File: src/rtl/inject_campaign_ctrl.sv
// Drives an exhaustive single-bit fault-injection campaign over a golden/injected DUT pair.
// It captures the first mismatch word of each run into a small record FIFO for the host.
module inject_campaign_ctrl #(
  parameter int TOTAL_BITS = 24584,
  parameter int RST_CYCLES = 4,
  parameter int RUN_CYCLES = 256,
  parameter int INJ_CYCLE  = 16,
  parameter int LOG_DEPTH  = 16
) (
  input  logic        clock,
  input  logic        reset,
  input  logic        start,
  input  logic        abort,
  output logic        busy,
  output logic        done,
  output logic        run_designs,
  output logic [47:0] cycle_number,
  output logic [31:0] verinject__injector_state,
  input  logic        log_write,
  input  logic [63:0] log_data,
  output logic        rec_valid,
  input  logic        rec_ready,
  output logic [95:0] rec_data,
  output logic [15:0] overflow_count,
  output logic [31:0] runs_done
);

  localparam int AW = $clog2(LOG_DEPTH);
  localparam logic [31:0] NO_INJ = 32'hFFFF_FFFF;

  typedef enum logic [2:0] {
    IDLE  = 3'd0,
    RESET = 3'd1,
    RUN   = 3'd2,
    NEXT  = 3'd3,
    DONE  = 3'd4
  } state_t;

  // state is kept as a named signal so checkers can bind to it hierarchically
  state_t      state;
  logic [31:0] bit_idx;
  logic [15:0] rcnt;
  logic        logged;

  logic [95:0] mem [LOG_DEPTH];
  logic [AW-1:0] wr_ptr;
  logic [AW-1:0] rd_ptr;
  logic [AW:0]   count;
  logic [AW:0]   count_next;
  logic          push_req;
  logic          pop;
  logic          full;
  logic          accept;

  assign push_req = (state == RUN) && log_write && !logged;
  assign pop      = rec_valid && rec_ready;
  assign full     = (count == (AW+1)'(LOG_DEPTH));
  // A pop in the same cycle frees the slot the push is about to take
  assign accept   = push_req && (!full || pop);
  assign rec_data = mem[rd_ptr];

  always_comb begin
    count_next = count;
    if (accept && !pop) count_next = count + 1'b1;
    else if (!accept && pop) count_next = count - 1'b1;
  end

  always_ff @(posedge clock or posedge reset) begin
    if (reset) begin
      state                     <= IDLE;
      busy                      <= 1'b0;
      done                      <= 1'b0;
      run_designs               <= 1'b0;
      cycle_number              <= '0;
      verinject__injector_state <= NO_INJ;
      bit_idx                   <= '0;
      runs_done                 <= '0;
      rcnt                      <= '0;
      logged                    <= 1'b0;
    end else begin
      if (push_req) logged <= 1'b1;
      if (abort) begin
        state                     <= IDLE;
        busy                      <= 1'b0;
        done                      <= 1'b0;
        run_designs               <= 1'b0;
        cycle_number              <= '0;
        verinject__injector_state <= NO_INJ;
      end else begin
        case (state)
          IDLE, DONE: begin
            if (start) begin
              bit_idx   <= '0;
              runs_done <= '0;
              rcnt      <= '0;
              state     <= RESET;
              busy      <= 1'b1;
              done      <= 1'b0;
            end
          end
          RESET: begin
            if (rcnt == 16'(RST_CYCLES - 1)) begin
              state        <= RUN;
              run_designs  <= 1'b1;
              cycle_number <= '0;
              logged       <= 1'b0;
              verinject__injector_state <= (INJ_CYCLE == 0) ? bit_idx : NO_INJ;
            end else begin
              rcnt <= rcnt + 1'b1;
            end
          end
          RUN: begin
            if (cycle_number == 48'(RUN_CYCLES - 1)) begin
              state                     <= NEXT;
              run_designs               <= 1'b0;
              cycle_number              <= '0;
              verinject__injector_state <= NO_INJ;
            end else begin
              cycle_number <= cycle_number + 1'b1;
              // Register the flip so it appears alongside the matching cycle_number
              verinject__injector_state <=
                (cycle_number + 1'b1 == 48'(INJ_CYCLE)) ? bit_idx : NO_INJ;
            end
          end
          NEXT: begin
            runs_done <= runs_done + 1'b1;
            if (bit_idx == 32'(TOTAL_BITS - 1)) begin
              state <= DONE;
              busy  <= 1'b0;
              done  <= 1'b1;
            end else begin
              bit_idx <= bit_idx + 1'b1;
              rcnt    <= '0;
              state   <= RESET;
            end
          end
          default: state <= IDLE;
        endcase
      end
    end
  end

  always_ff @(posedge clock or posedge reset) begin
    if (reset) begin
      wr_ptr         <= '0;
      rd_ptr         <= '0;
      count          <= '0;
      rec_valid      <= 1'b0;
      overflow_count <= '0;
      for (int i = 0; i < LOG_DEPTH; i++) mem[i] <= '0;
    end else begin
      if (accept) begin
        mem[wr_ptr] <= {bit_idx, log_data};
        wr_ptr      <= wr_ptr + 1'b1;
      end
      if (pop) rd_ptr <= rd_ptr + 1'b1;
      if (push_req && !accept && overflow_count != 16'hFFFF)
        overflow_count <= overflow_count + 1'b1;
      count     <= count_next;
      rec_valid <= (count_next != '0);
    end
  end

endmodule

File: config.mk
export PLATFORM = sky130hd
export DESIGN_NAME = inject_campaign_ctrl
export DESIGN_NICKNAME = d
export VERILOG_FILES = /design/src/rtl/inject_campaign_ctrl.sv
export SDC_FILE = /design/constraint.sdc
export NUM_CORES = 2
export LEC_CHECK = 0
export CAP_MARGIN = 15
export CORE_UTILIZATION = 42
export DETAILED_ROUTE_END_ITERATION = 10
export PLACE_DENSITY = 0.57
export SYNTH_ARGS = -nofsm -noshare
export SYNTH_HDL_FRONTEND = slang
export SYNTH_SLANG_ARGS = --single-unit
File: constraint.sdc
create_clock -name clock -period 63.8 [get_ports clock]
set_input_delay 12.76 -clock clock [delete_from_list [all_inputs] [get_ports clock]]
set_output_delay 12.76 -clock clock [all_outputs]
set_load 0.02 [all_outputs]
### Word level (Yosys, flattened, before mapping)

Index checks and enable logic that the tools add are counted.

| word-level totals | value |
|---|---|
| register bits | 1733 |
| bits in latches | 0 |
| bits in writable memories | 0 |
| memory bits (read-only) | 0 |
| bits of input ports | 70 |
| memories | 0 |

| cells by class | value |
|---|---|
| add/subtract/negate cells | 9 |
| $mul | 0 |
| div/mod/pow operators | 0 |
| magnitude comparators | 3 |
| equal/unequal tests | 17 |
| shift-type cells | 0 |
| muxes and demuxes | 47 |
| bitwise logic cells | 3 |
| reductions and logical operators | 28 |

Operators with widths:

| operator | number |
|---|---|
| 1536-bit bitwise mux | 1 |
| 96-bit binary-select mux with 4-bit select | 1 |
| 96-bit demux with 4-bit select | 1 |
| 96-bit 2-to-1 mux | 3 |
| 32-bit 2-to-1 mux | 6 |
| 32-bit one-hot mux with 2 select lines | 3 |
| 48-bit 2-to-1 mux | 3 |
| 48-bit one-hot mux with 2 select lines | 1 |
| 32-bit by 1-bit adder with 32-bit output, second input constant | 2 |
| 48-bit by 1-bit adder with 48-bit output, second input constant | 1 |
| 48-bit by 5-bit equality test with 1-bit output, second input constant | 1 |
| 48-bit by 8-bit equality test with 1-bit output, second input constant | 1 |
| 16-bit 2-to-1 mux | 3 |
| 16-bit one-hot mux with 3 select lines | 1 |
| 16-bit by 1-bit adder with 16-bit output, second input constant | 2 |
| 32-bit by 15-bit equality test with 1-bit output, second input constant | 1 |
| 16-bit by 2-bit equality test with 1-bit output, second input constant | 1 |
| 16-bit inequality test, second input constant | 1 |
| 3-bit 2-to-1 mux | 5 |
| 1-bit 2-to-1 mux | 13 |
| 3-bit one-hot mux with 4 select lines | 1 |
| 3-bit AND reduction | 4 |
| 5-bit greater-or-equal comparator, second input constant | 2 |
| 5-bit 2-to-1 mux | 2 |
| other kinds (25) | 47 |

### Depth between registers and ports, before layout

| depth | value |
|---|---|
| depth after elaboration | 9 |
| depth in mapped cells | 13 |
| gate-level depth less buffers | 10 |

### Worst setup path after synthesis

No wires, ideal clock.

| path | value |
|---|---|
| kind | flip-flop to output port |
| from | register rd_ptr[0] |
| to | output port rec_data[57] |
| arrival | 2.652 ns |
| data required time | 51.040 ns |
| slack | 48.388 ns |
| cell stages (with the launch flop) | 6 |
| buffers on the path | 3 |
| cell sequence | dfrtp_1 > clkbuf_1 > buf_1 > buf_1 > mux4_2 > mux4_2 |

| on the way | value |
|---|---|
| longest elaborated chain between the ends | 4 |

Ends and longest elaborated chain:

| what | line | RTL |
|---|---|---|
| start: declaration | 47 | `logic [AW-1:0] rd_ptr;` |
| start signal: assignment | 156 | `if (pop) rd_ptr <= rd_ptr + 1'b1;` |
| 4-bit inverter with 5-bit output (implied by the code) | 60 | `assign rec_data = mem[rd_ptr];` |
| 96-bit binary-select mux with 4-bit select | 60 |  |
| 96-bit 2-to-1 mux (implied by the code) (2 in a row) | 60 |  |
| end: declaration | 23 | `output logic [95:0] rec_data,` |

No other way between the ends. The select of a mux whose other input is x is not followed.

### Worst setup path in the final report

| path | value |
|---|---|
| from | register rd_ptr[0] |
| to | output port rec_data[91] |

Same word-level chain as after synthesis.

==> out/results.ini <==
[logic_synthesis]
avgSynthCellArea_um2=13.76
postSynthCellCount=5667
synth_top_cell_area_share_pct=54.59
synth_edf_count=0
ys_seq_elements=1733
syn_nets=5750
async_flop_share_pct=100.0
yosysSeqAreaShare_pct=55.67
synth_cell_types=68
ys_warn_count=0
yosysTopAreaCell=dfrtp_1
ys.flop_type=dfrtp_1
synth_area_leaders=dfrtp_1 55%, mux2_2 15%, mux4_2 14%
netlist_area_um2=77970

[cells_and_area]
finalNonFillerCells=8356
drive_above_1_share_pct=34.10
final_cell_mix=1697 x dfrtp_1, 1060 x mux2_2, 581 x o21ai_0
stdcell_area_um2=89160
fin_nets=5817
final_common_cell=dfrtp_1
syn2layout_area_growth_pct=14.35
final_util_pct=48.54

[clock_network]
postCtsResizedCells=0
root_buffer=clkbuf_16
ctsLongestPathBuffers=3
cts.htree.levels=4
worstSkewPairLatency_ns=0.81
clock_sinks=1733
cts_made_buffers=190
postCtsHoldBufs=0
cts_tree=built
clk_pin_slew_ns=0.06
cts_setup_buffers=0

[drt]
wl_per_cell_um=24.39
first_pass_iters=5
via_count=46902
drc=0
drtAntennaViolNets=0
viasPerCell=5.613
routed_wl_um=203800
drt_iter0_drc=3005

[sta]
rsz0062_at_grt=false
setup_viol=0
post-route-period-util_pct=28.18
clock.fmax_ghz=0.05561
drv_slew=0
worstMarginPinSlew_ns=1.160
fin_crit_ns=17.98
fin_tns_setup_ns=0
relSlewSlack_pct=22.68
clock_skew_ns=0.02309
hold_violations=0

[pwr]
total_power_mw=2.645
powerDensity_nw_per_um2=29.66
p_leak_nw=40.61
vdd_ir_drop_max_mv=0.04219

[flow_run]
maxCapViolCount=0

[floorplan]
die_w_um=432.9
start_util_pct=42.45
core_area_um2=183700
dieArea_um2=187400
io_pins=298
die_h_um=432.9
rows=157

[status]
status=finished clean

[hold_path]
hold_path_class=flop to flop
holdPathStages=2
min_to=mem[1329]$_DFFE_PP0P_
hold_start=mem[1329]$_DFFE_PP0P_

[place]
dpl.cell_count=8006
gp_congestion=0.7940
dp_hpwl_um=111200
place_area_um2=82970
port-buffer-count=297

[critical_path]
worstPathArrival_ns=5.22
r2r_start=count[0]$_DFF_PP0_
cp.required_ns=51.04
crit_path_end_kind=primary output
slowest_delay_ns=0.90
reg2reg_depth=9
cp_slowest_cell=dfrtp_4
crit_buf_inv=3
path_cells=buf_4, buf_4, mux4_2, mux4_2, clkdlybuf4s50_1
critPathKind=flop to primary output
crit_start=rd_ptr[0]$_DFFE_PP0P_
critical_path.startpoint_type=flop
r2r_end=mem[1264]$_DFFE_PP0P_
r2r_setup_slack_ns=59.38
crit_family=buffers and inverters
critPathMaxFanout=43

[global_route]
antenna_found_initial=13
grt_util_met2_pct=35.59
grt_max_degree=183
gr-max-usage-layer=met2
grt_use_met3_pct=3.807
grtUsageMet1_pct=30.98
gr-total-overflow=0
gr-usage-all-layers_pct=22.23
grt_first_pass_wirelength_um=315700
grt_pass1_vias=49212

-- sequential cells by signal, summed over array words and instances (netlist names), 3 cells and up --
register and cells:
bit_idx 32, count 5, cycle_number 48, mem 1536
overflow_count 16, rcnt 16, rd_ptr 4, runs_done 32
state 3, verinject__injector_state 32, wr_ptr 4
-- worst max path at each step --
stage / endpoint / cells past startpoint / slack [ns]
finish: rec_data[91] / 5 / 45.82
global route: rec_data[92] / 5 / 45.39
CTS: rec_data[91] / 5 / 45.55
detailed placement: mem[1069]$_DFFE_PP0P_ / 7 / 45.60
global placement: mem[1069]$_DFFE_PP0P_ / 7 / 45.67
floorplan: bit_idx[0]$_DFFE_PP0P_ / 1 / 2.17
-- metrics by stage --
step | setup slack, ns | hold WS, ns
6_report | 45.82 | 0.4705
3_3_place_gp | 45.67 | 0.4556
3_5_place_dp | 45.60 | 0.4650
2_1_floorplan | 2.174 | 0.4446
5_1_grt | 45.39 | 0.4889
4_1_cts | 45.55 | 0.4778
-- synth_stat cells, types with 7 or more instances --
cell type / count
and4_1: 16
o41ai_1: 7
buf_1: 36
a41oi_2: 30
nor2_1: 164
clkinv_1: 11
nor2b_1: 8
clkbuf_1: 444
or3_1: 26
xnor2_1: 55
buf_2: 11
and2_1: 10
dfrtp_1: 1701
nand2_1: 561
xor2_1: 43
o21ai_0: 581
mux4_2: 480
nor3_1: 30
mux2_2: 1060
inv_1: 44
a31oi_1: 8
nand3_1: 60
ha_1: 13
dfstp_2: 32
nand4_1: 57
and3_1: 24
o31ai_1: 15
nor4_1: 25
a21oi_1: 38
-- where the power goes --
group          internal (mW)  total [mW]  switching, mW
combinational          0.169       0.396          0.227
sequential              1.12        1.17         0.0417
clock                  0.637        1.08          0.446
total                   1.93        2.64          0.715
-- worst reg2reg max path: stages (launching register included) --
cell and delay [ns]:
dfrtp_1 0.42, inv_1 0.07, ha_1 0.21, nor3b_1 0.14
and3_1 0.28, nor2b_4 0.75, nand3_4 0.80, buf_4 0.68
buf_4 0.54, mux2_2 0.40
-- layer usage --
layer / vias to the layer above / part of all wire, %
li1: 20757 / -
met1: 24962 / 45
met2: 862 / 48
met3: 309 / 4.3
met4: 12 / 2.8
met5: - / 0.039
-- area by class of cell --
cell class	instances	area (µm²)
Sequential cell	1733	43420
Clock inverter	41	359.1
Antenna cell	4	10.01
Clock buffer	305	5816
Tap cell	2464	3083
Inverter	55	214.0
Timing Repair Buffer	378	3669
Multi-Input combinational cell	3376	32590
Fill cell	15929	94510
-- kinds of logic after synthesis --
logic type / after synthesis / synth area share [%]
adders and majority gates: 13 / 0.2086
and+or+nand+nor: 1015 / 5.848
buffers and inverters: 558 / 2.773
muxes: 1541 / 29.19
xor gates and xnor gates: 98 / 1.101
AOI/OAI and AO/OA: 709 / 5.212
DFF: 1733 / 55.67
Note: power is estimated with default switching activity, not from simulation.
